--- src/rtl/ahb_pkg.sv ---
// Shared AHB-Lite encodings and the command-master state enumeration.
package ahb_pkg;

    localparam logic [1:0] HTRANS_IDLE   = 2'b00;
    localparam logic [1:0] HTRANS_NONSEQ = 2'b10;

    localparam logic [2:0] HSIZE_BYTE = 3'b000;
    localparam logic [2:0] HSIZE_HALF = 3'b001;
    localparam logic [2:0] HSIZE_WORD = 3'b010;

    localparam logic [2:0] HBURST_SINGLE = 3'b000;
    localparam logic [3:0] HPROT_DEFAULT = 4'b0011;

    localparam logic [1:0] HRESP_OKAY  = 2'b00;
    localparam logic [1:0] HRESP_ERROR = 2'b01;

    typedef enum logic [1:0] {
        ST_IDLE,
        ST_ADDR,
        ST_DATA,
        ST_RESP
    } state_t;

    // A command is legal when its size is defined and the address is naturally aligned.
    function automatic logic cmd_legal(input logic [1:0] size, input logic [1:0] addr_lsb);
        case (size)
            2'b00:   cmd_legal = 1'b1;
            2'b01:   cmd_legal = ~addr_lsb[0];
            2'b10:   cmd_legal = (addr_lsb == 2'b00);
            default: cmd_legal = 1'b0;
        endcase
    endfunction

endpackage

--- src/rtl/ahb_cmd_master.sv ---
// Single-transfer AHB-Lite master driven by a valid/ready command port.
// Optional data-phase timeout abort: define AHB_CMD_MASTER_TIMEOUT_EN.
module ahb_cmd_master
    import ahb_pkg::*;
#(
    parameter int TIMEOUT_CYCLES = 256
) (
    input  logic        AHB_HCLK,
    input  logic        AHB_HRESETn,

    input  logic        cmd_valid,
    output logic        cmd_ready,
    input  logic        cmd_write,
    input  logic [31:0] cmd_addr,
    input  logic [1:0]  cmd_size,
    input  logic [31:0] cmd_wdata,

    output logic        rsp_valid,
    output logic [31:0] rsp_rdata,
    output logic        rsp_err,
    output logic        rsp_timeout,

    output logic [31:0] AHB_HADDR,
    output logic [1:0]  AHB_HTRANS,
    output logic        AHB_HWRITE,
    output logic [2:0]  AHB_HSIZE,
    output logic [2:0]  AHB_HBURST,
    output logic [3:0]  AHB_HPROT,
    output logic        AHB_HMASTLOCK,
    output logic [31:0] AHB_HWDATA,
    input  logic [31:0] AHB_HRDATA,
    input  logic        AHB_HREADY,
    input  logic [1:0]  AHB_HRESP
);

    state_t      state_q, state_d;
    logic        wr_q, wr_d;
    logic [31:0] addr_q, addr_d;
    logic [1:0]  size_q, size_d;
    logic [31:0] wdata_q, wdata_d;

    logic        cmd_ready_q, cmd_ready_d;
    logic        rsp_valid_q, rsp_valid_d;
    logic        rsp_err_q, rsp_err_d;
    logic [31:0] rsp_rdata_q, rsp_rdata_d;

    logic [1:0]  htrans_q, htrans_d;
    logic [31:0] haddr_q, haddr_d;
    logic        hwrite_q, hwrite_d;
    logic [2:0]  hsize_q, hsize_d;
    logic [31:0] hwdata_q, hwdata_d;
    logic [3:0]  hprot_q;

    logic        unused_hresp;
    assign unused_hresp = AHB_HRESP[1];

`ifdef AHB_CMD_MASTER_TIMEOUT_EN
    localparam int CNT_W = $clog2(TIMEOUT_CYCLES + 1);
    logic [CNT_W-1:0] wait_cnt_q, wait_cnt_d;
    logic             rsp_timeout_q, rsp_timeout_d;
`else
    logic unused_cfg;
    assign unused_cfg = (TIMEOUT_CYCLES == 0);
`endif

    always_comb begin
        // NOTE: every variable gets a default before the case so no path can infer a latch.
        state_d     = state_q;
        wr_d        = wr_q;
        addr_d      = addr_q;
        size_d      = size_q;
        wdata_d     = wdata_q;
        rsp_valid_d = 1'b0;
        rsp_err_d   = 1'b0;
        rsp_rdata_d = '0;
        htrans_d    = HTRANS_IDLE;
        haddr_d     = '0;
        hwrite_d    = 1'b0;
        hsize_d     = '0;
        hwdata_d    = '0;
`ifdef AHB_CMD_MASTER_TIMEOUT_EN
        wait_cnt_d    = '0;
        rsp_timeout_d = 1'b0;
`endif

        case (state_q)
            ST_IDLE: begin
                if (cmd_valid && cmd_ready_q) begin
                    if (cmd_legal(cmd_size, cmd_addr[1:0])) begin
                        wr_d    = cmd_write;
                        addr_d  = cmd_addr;
                        size_d  = cmd_size;
                        wdata_d = cmd_wdata;
                        state_d = ST_ADDR;
                    end else begin
                        rsp_valid_d = 1'b1;
                        rsp_err_d   = 1'b1;
                        state_d     = ST_RESP;
                    end
                end
            end
            ST_ADDR: begin
                if (AHB_HREADY) state_d = ST_DATA;
            end
            ST_DATA: begin
                if (AHB_HREADY) begin
                    rsp_valid_d = 1'b1;
                    rsp_err_d   = AHB_HRESP[0];
                    rsp_rdata_d = (!wr_q && !AHB_HRESP[0]) ? AHB_HRDATA : 32'h0;
                    state_d     = ST_RESP;
                end
`ifdef AHB_CMD_MASTER_TIMEOUT_EN
                else if (wait_cnt_q == CNT_W'(TIMEOUT_CYCLES - 1)) begin
                    rsp_valid_d   = 1'b1;
                    rsp_err_d     = 1'b1;
                    rsp_timeout_d = 1'b1;
                    state_d       = ST_RESP;
                end else begin
                    wait_cnt_d = wait_cnt_q + CNT_W'(1);
                end
`endif
            end
            ST_RESP: state_d = ST_IDLE;
            default: state_d = ST_IDLE;
        endcase

        // Bus outputs are derived from the next state so they appear registered in that state.
        case (state_d)
            ST_ADDR: begin
                htrans_d = HTRANS_NONSEQ;
                haddr_d  = addr_d;
                hwrite_d = wr_d;
                hsize_d  = {1'b0, size_d};
            end
            ST_DATA: hwdata_d = wr_d ? wdata_d : 32'h0;
            default: ;
        endcase

        cmd_ready_d = (state_d == ST_IDLE);
    end

    // NOTE: sequential state uses non-blocking assignments so all registers update together.
    always_ff @(posedge AHB_HCLK or negedge AHB_HRESETn) begin
        if (!AHB_HRESETn) begin
            state_q     <= ST_IDLE;
            wr_q        <= 1'b0;
            addr_q      <= '0;
            size_q      <= '0;
            wdata_q     <= '0;
            cmd_ready_q <= 1'b0;
            rsp_valid_q <= 1'b0;
            rsp_err_q   <= 1'b0;
            rsp_rdata_q <= '0;
            htrans_q    <= HTRANS_IDLE;
            haddr_q     <= '0;
            hwrite_q    <= 1'b0;
            hsize_q     <= '0;
            hwdata_q    <= '0;
            hprot_q     <= '0;
        end else begin
            state_q     <= state_d;
            wr_q        <= wr_d;
            addr_q      <= addr_d;
            size_q      <= size_d;
            wdata_q     <= wdata_d;
            cmd_ready_q <= cmd_ready_d;
            rsp_valid_q <= rsp_valid_d;
            rsp_err_q   <= rsp_err_d;
            rsp_rdata_q <= rsp_rdata_d;
            htrans_q    <= htrans_d;
            haddr_q     <= haddr_d;
            hwrite_q    <= hwrite_d;
            hsize_q     <= hsize_d;
            hwdata_q    <= hwdata_d;
            hprot_q     <= HPROT_DEFAULT;
        end
    end

`ifdef AHB_CMD_MASTER_TIMEOUT_EN
    always_ff @(posedge AHB_HCLK or negedge AHB_HRESETn) begin
        if (!AHB_HRESETn) begin
            wait_cnt_q    <= '0;
            rsp_timeout_q <= 1'b0;
        end else begin
            wait_cnt_q    <= wait_cnt_d;
            rsp_timeout_q <= rsp_timeout_d;
        end
    end
    assign rsp_timeout = rsp_timeout_q;
`else
    assign rsp_timeout = 1'b0;
`endif

    assign cmd_ready     = cmd_ready_q;
    assign rsp_valid     = rsp_valid_q;
    assign rsp_err       = rsp_err_q;
    assign rsp_rdata     = rsp_rdata_q;
    assign AHB_HTRANS    = htrans_q;
    assign AHB_HADDR     = haddr_q;
    assign AHB_HWRITE    = hwrite_q;
    assign AHB_HSIZE     = hsize_q;
    assign AHB_HWDATA    = hwdata_q;
    assign AHB_HPROT     = hprot_q;
    assign AHB_HBURST    = HBURST_SINGLE;
    assign AHB_HMASTLOCK = 1'b0;

endmodule

--- config.mk ---
export PLATFORM = sky130hd
export DESIGN_NAME = ahb_cmd_master
export DESIGN_NICKNAME = d
export VERILOG_FILES = /design/src/rtl/ahb_pkg.sv /design/src/rtl/ahb_cmd_master.sv
export SDC_FILE = /design/constraint.sdc
export NUM_CORES = 1
export LEC_CHECK = 0
export CORE_MARGIN = 4
export CORE_UTILIZATION = 51
export CTS_BUF_LIST = sky130_fd_sc_hd__clkbuf_4
export CTS_CLUSTER_DIAMETER = 100
export CTS_CLUSTER_SIZE = 28
export DETAILED_ROUTE_END_ITERATION = 8
export GPL_ROUTABILITY_DRIVEN = 0
export HOLD_SLACK_MARGIN = 0.08
export PLACE_DENSITY_LB_ADDON = 0.3
export SYNTH_ARGS = -nofsm -noshare
export SYNTH_HDL_FRONTEND = slang
export SYNTH_SLANG_ARGS = --single-unit
--- constraint.sdc ---
create_clock -name AHB_HCLK -period 4.6 [get_ports AHB_HCLK]
set_input_delay 1.38 -clock AHB_HCLK [delete_from_list [all_inputs] [get_ports AHB_HCLK]]
set_output_delay 1.38 -clock AHB_HCLK [all_outputs]
set_load 0.1 [all_outputs]
# Word level (Yosys, flattened, before mapping)
# Cells that the tools add are included.
[op_classes]
mul = 0
n_reduce_logical = 8
n_bitwise = 1
muxes = 35
n_shift = 0
n_eq_ne = 7
div = 0
n_lt_le_gt_ge = 0
add_sub_neg = 0
[ops]
columns = ["op", "count"]
rows = [
  ["2-to-1 mux 32 bit", 12],
  ["2-to-1 mux 2 bit", 9],
  ["2-to-1 mux 1 bit", 10],
  ["equality test 2 bit (second input constant)", 4],
  ["zero test 2 bit", 4],
  ["one-hot mux 2 bit (4 select lines)", 1],
  ["equality test 2 x 1 -> 1 bit (second input constant)", 3],
  ["one-hot mux 1 bit (2 select lines)", 2],
  ["one-hot mux 1 bit (3 select lines)", 1],
  ["logical AND 1 bit", 2],
  ["zero test 1 bit", 2],
  ["NOT 1 bit", 1],
]
[totals]
reg_bits = 175
out_inout_bits = 114
word_cells = 66
memories = 0
ram_bits = 0
inputBits = 105
mem_bits_ro = 0
latch_bits = 0

# Longest topological paths before layout
# Gate-level depths: netlist of run 1.
[depth]
depth_word = 9
depth_mapped = 7
depth_no_buf = 3

# Least setup slack after synthesis of run 1
# Ideal clock, no wire load.
[synth_path]
path_type = "register to output"
from = "register, netlist name AHB_HPROT[0]"
to = "output port AHB_HPROT[1]"
required_ns = 3.220
n_path_buf = 1
stages_incl_launch_ff = 2
arrival_time_ns = 1.324
setup_slack_ns = 1.896
cell_sequence = "dfrtp_1 > buf_4"
[synth_lines]
columns = ["element", "line_no", "source"]
rows = [
  ["to (decl)", "ahb_cmd_master.sv:28", "output logic [3:0] AHB_HPROT,"],
]
# No word-level cell between the ends.

# Final worst setup path of run 1
[layout_path]
from = "register cmd_ready_q (netlist: cmd_ready)"
to = "output port cmd_ready"
[layout_lines]
columns = ["element", "line_no", "source"]
rows = [
  ["from (decl)", "ahb_cmd_master.sv:42", "logic cmd_ready_q, cmd_ready_d;"],
  ["from (signal assigned)", "ahb_cmd_master.sv:166", "cmd_ready_q <= cmd_ready_d;"],
  ["to (decl)", "ahb_cmd_master.sv:12", "output logic cmd_ready,"],
]
# No word-level cell between the ends.

==> impl_metrics.toml, run 1 <==
[outcome]
outcome = "complete, no violations"

[power_and_ir_drop]
p_int_uw = 3140
ir_worst_vdd_mv = 0.361
switching_share_pct = 41.3
powerDensity_nw_per_um2 = 589
switchingPower_uw = 2210
p_seq_share_pct = 40.6
comb_power_share_pct = 41.0
p_leak_uw = 0.00439
finalPower_uw = 5350
clockPowerShare_pct = 18.4

[synthesis]
syn-instance-count = 481
seq_area_frac_synth_pct = 65.7
syn_area_um2 = 6590
yosysTopAreaCell = "dfrtp_1"
ys_types = 33
synth_seq_cells = 173
avgSynthCellArea_um2 = 13.7
synth_warnings = 0
synthTopCellsByArea = "dfrtp_1 (66%), mux2_4 (6.2%), and2_1 (6.1%)"
synth.top_cell.area_share_pct = 65.7

[layout]
post-route-util_pct = 72.0
fill_cells = 882
antenna_cells = 0
final_layout_size_suffix_gt1_share_pct = 10.5
nets = 788
area_growth_pct = 37.9
final_cells = 867

[cts]
clk_path_buf_depth = 2
cts_sinks = 173
cts_buffers = 17
cts_max_level = 4
post_cts_buffers = 0
cts_tree = "yes"
hold_buffers = 0
clk_pin_slew_ps = 130
root_buffer = "clkbuf_4"
ctsResizeCount = 0
clkLatencyLatePin_ps = 560

[grt]
grt_max_degree = 82
grt_use_met3_pct = 8.03
first_global_vias = 4768
overflow = 0
grt_pass1_wl_um = 24800
antenna_found_initial = 1
grtUsageMet2_pct = 36.6
top_usage_layer = "met2"
grt_usage_pct = 22.0
met1_usage_pct = 26.3

[worst_setup_path]
worst-path-max-fanout = 5
worstSetupPathType = "flop to output pin"
worst_ep_required_time_ps = 3220
crit_arrival_ps = 2200
crit_buf_inv = 1
slowest_delay_ps = 1200
r2r_slack_ps = 2510
endpoint = "cmd_ready"
path_cells = "clkdlybuf4s50_1"
setup.worst_path.end_class = "output pin"
reg2reg_from = "state_q[1]"
crit_cells = 1
r2r-end = "wdata_q[20]"
worst-r2r-cell-count = 4
path_delay_family = "buffers and inverters"
worst_path_max_delay_cell = "clkdlybuf4s50_1"
worstSetupStartpointType = "flop"
crit_start = "cmd_ready"

[sta]
fin_crit_sh_pct = 77.7
hold_viol_final = 0
setup_tns_ps = 0
grt_setup_unrepaired = "no"
holdWs_ps = 497
fin_skew_ps = 15.4
fmax_mhz = 280
slew_headroom_pct = 31.2
slew_viol_final = 0
max_slew.worst_pin.slew_ps = 1030
setup_viol = 0
period_minus_slack_ps = 3580

[floorplan]
placeableCoreArea_um2 = 12600
chipWidth_um = 122
rows = 41
die_area_um2 = 14800
dieHeight_um = 122
io_pins = 219
start_util_pct = 52.2

[run]
cap_violations = 0

[route]
drt-total-wl_um = 15500
routedWlPerCell_um = 17.9
dr_total_vias = 4338
drt.antenna.violating_nets = 0
drc = 0
drtIter0Drc = 369
first_pass_iters = 4
vias_per_cell = 5.00

[min_path]
hold_path_class = "flop to flop"

[place]
port_buffers = 208
place_hpwl_um = 10500
placedCellCount = 836
==> synthesized netlist by cell type (all sizes together) <==
cell,instances
clkbuf,14
and4bb,1
a21o,2
nand3,3
nor3,3
o21ai,3
conb,2
o211ai,32
and2,64
nor3b,1
dfrtp,173
mux2,33
nand2,36
o221ai,1
a211oi,1
nand2b,3
nand4bb,2
a21oi,36
buf,29
o22ai,1
a21bo,34
nor2,2
inv,1
or2,1
nand3b,2
nor2b,1
==> flip-flops by register name (all words and copies together), names as in the netlist <==
register,flops
AHB_HADDR,32
AHB_HWDATA,32
addr_q,32
rsp_rdata,32
wdata_q,32
AHB_HSIZE,2
size_q,2
state_q,2
AHB_HPROT,1
AHB_HTRANS,1
AHB_HWRITE,1
cmd_ready,1
rsp_err,1
rsp_valid,1
wr_q,1
==> metal layers <==
layer,wire [µm],vias to the layer above
li1,-,2018
met1,6030,2146
met2,7900,151
met3,1280,21
met4,276,2
met5,13,-
==> worst min-delay path by stage <==
stage                     start        endpoint  cells past startpoint
floorplan            addr_q[10]      addr_q[10]                      1
global placement    wdata_q[28]  AHB_HWDATA[28]                      1
detailed placement   addr_q[11]      addr_q[11]                      1
CTS                  addr_q[21]      addr_q[21]                      1
global route        wdata_q[30]     wdata_q[30]                      1
finish               addr_q[12]      addr_q[12]                      1
==> power groups by stage <==
stage	Clock [µW]	Combinational, µW	Sequential, µW
4_1_cts	1010	2210	2170
2_1_floorplan	0	703	3110
3_5_place_dp	0	2200	2190
3_3_place_gp	0	2160	2170
5_1_grt	1080	2300	2230
6_report	986	2190	2170
==> cell usage in the layout, fill, tap and decap left out, types with 3 or more instances in the layout <==
master             n
dfrtp_1          173
clkinv_1           3
nand2_1           36
clkdlybuf4s50_1  207
a21bo_1           34
buf_4              9
clkbuf_4          19
clkinv_4           3
nand2b_1           3
bufinv_16          5
a21oi_1           35
conb_1            10
mux2_4            27
and2_1            64
nand3_1            3
mux2_1             6
o211ai_1          32
==> layout make-up <==
cell class	instances	area, µm²	share of cell area [%]
Sequential cell	173	4330	47.6
Timing Repair Buffer	218	2170	23.9
Multi-Input combinational cell	272	2030	22.4
Tap cell	172	215	2.37
Clock inverter	12	195	2.15
Clock buffer	19	143	1.57
Inverter	1	3.75	0.0413
==> through the flow <==
step	instance area, µm²	worst slack [ps]
after detailed placement	8750	861
after global routing	9090	937
after floorplan	6620	1900
final	9090	1020
after CTS	9090	962
after global placement	8750	876
==> cells by family after synthesis <==
group | Yosys count | synth area share (%)
simple gates | 119 | 10.2
buf+inv | 44 | 4.23
mux | 33 | 7.18
compound gates | 110 | 12.6
other cells | 2 | 0.114
flops | 173 | 65.7
(Power assumes the default switching activity.)
==> inputs of run 2 (changes only) <==
--- a/config.mk
+++ b/config.mk
@@ -6,7 +6,7 @@
 export NUM_CORES = 1
 export LEC_CHECK = 0
 export CORE_MARGIN = 4
-export CORE_UTILIZATION = 51
+export CORE_UTILIZATION = 43
 export CTS_BUF_LIST = sky130_fd_sc_hd__clkbuf_4
 export CTS_CLUSTER_DIAMETER = 100
 export CTS_CLUSTER_SIZE = 28
==> constraint.sdc (replaced) <==
create_clock -name AHB_HCLK -period 3 [get_ports AHB_HCLK]
set_input_delay 0.9 -clock AHB_HCLK [delete_from_list [all_inputs] [get_ports AHB_HCLK]]
set_output_delay 0.9 -clock AHB_HCLK [all_outputs]
set_load 0.1 [all_outputs]
==> run 2 against run 1 <==
Critical endpoint unchanged. Clock power grew 16%. Worst setup slack worse by 230 ps. Highest routed layer is now met4. Core utilization fell by 12 points. Global-route usage decreased by 4.2 points.
==> impl_metrics.toml, run 2 (same netlist as run 1, synthesis figures left out) <==
[worst_setup_path]
reg2reg_from = "state_q[1]"
worstSetupStartpointType = "flop"
crit_arrival_ps = 1310
setup.worst_path.end_class = "output pin"
path_cells = "buf_4"
worstSetupPathType = "flop to output pin"
r2r_slack_ps = 1230
worst_ep_required_time_ps = 2100
path_delay_family = "flip-flops"
worst_path_max_delay_cell = "dfrtp_1"
worst-path-max-fanout = 5
slowest_delay_ps = 440
crit_buf_inv = 1
crit_cells = 1
worst-r2r-cell-count = 4
r2r-end = "AHB_HWRITE"

[layout]
final_cell_mix = "dfrtp_1 (173), buf_4 (118), clkdlybuf4s50_1 (102)"
antenna_cells = 0
final_cells = 883
area_growth_pct = 33.5
final_layout_size_suffix_gt1_share_pct = 25.9
nets = 794
final_common_cell = "dfrtp_1"
post-route-util_pct = 59.6

[sta]
holdWs_ps = 373
fmax_mhz = 453
setup_tns_ps = 0
grt_setup_unrepaired = "no"
fin_crit_sh_pct = 73.5
worst_slack_ps = 794
hold_viol_final = 0
max_slew.worst_pin.slew_ps = 685
slew_headroom_pct = 54.3
period_minus_slack_ps = 2210
setup_viol = 0
slew_viol_final = 0
fin_skew_ps = 14.0

[floorplan]
die_area_um2 = 17400
chipWidth_um = 132
rows = 44
io_pins = 219
dieHeight_um = 132
placeableCoreArea_um2 = 14800
start_util_pct = 44.7

[run]
cap_violations = 0

[route]
drt.antenna.violating_nets = 0
drc = 0
first_pass_iters = 4
drt-total-wl_um = 15200
dr_total_vias = 4371
routedWlPerCell_um = 17.3
vias_per_cell = 4.95
drtIter0Drc = 164

[place]
dp_slack_ps = 347
port_buffers = 208
place_hpwl_um = 10400
placedCellCount = 854

[cts]
clk_path_buf_depth = 2
clk_pin_slew_ps = 130
ctsResizeCount = 0
cts_buffers = 17
root_buffer = "clkbuf_4"
clkLatencyLatePin_ps = 540
cts_max_level = 4
cts_tree = "yes"
post_cts_buffers = 0
hold_buffers = 0
cts_sinks = 173

[grt]
overflow = 0
grt_pass1_wl_um = 24800
grt_usage_pct = 17.8
first_global_vias = 4558
antenna_found_initial = 0
grt_max_degree = 74

[outcome]
outcome = "complete, no violations"

[power_and_ir_drop]
powerDensity_nw_per_um2 = 885
p_leak_uw = 0.00458
ir_worst_vdd_mv = 0.599

[min_path]
hold_path_class = "input port to async pin"
## run 2: changes by cell type in the layout (fill, tap and decap cells not counted)
cell	delta
buf_4	+109
clkdlybuf4s50_1	-105
bufinv_16	-4
clkinv_4	-3
buf_12	+2
clkbuf_4	+1
clkinv_1	+1
clkinv_2	+1
clkinvlp_4	+1
inv_6	+1
## run 2: report_power, final
group	total, µW	switching [µW]	leakage (µW)	internal, µW
Clock	1140	727	0.000121	416
Combinational	3330	2290	0.00217	1040
Sequential	3320	339	0.00229	2980
## run 2: routing by layer
layer	up-vias	wire length, µm	track usage, %
met5	-	0	0
met4	0	204	5.43
met3	12	1310	6.87
met2	172	7120	27.6
met1	2169	6610	23.5
li1	2018	-	-
## run 2: worst max-delay path by stage
stage / start / endpoint
3_5_place_dp: cmd_addr[0] / wdata_q[29]
6_report: cmd_ready / cmd_ready
2_1_floorplan: AHB_HPROT[0] / AHB_HPROT[1]
3_3_place_gp: cmd_addr[0] / wdata_q[25]
5_1_grt: cmd_ready / cmd_ready
4_1_cts: cmd_ready / cmd_ready
## run 2: final cells by class
type                    instances  area, µm²
multi-input cells             272       2030
flip-flops and latches        173       4330
fillers                      1194       5960
well taps                     184        230
inverters                       1       3.75
repair buffers                224       1980
clock buffers                  20        150
clock inverters                 9       73.8
## run 2: stage by stage
stage,instance area (µm²),total power (µW)
6_report,8800,7780
5_1_grt,8800,8170
4_1_cts,8800,7870
3_5_place_dp,8570,6710
3_3_place_gp,8570,6620
2_1_floorplan,6620,5850
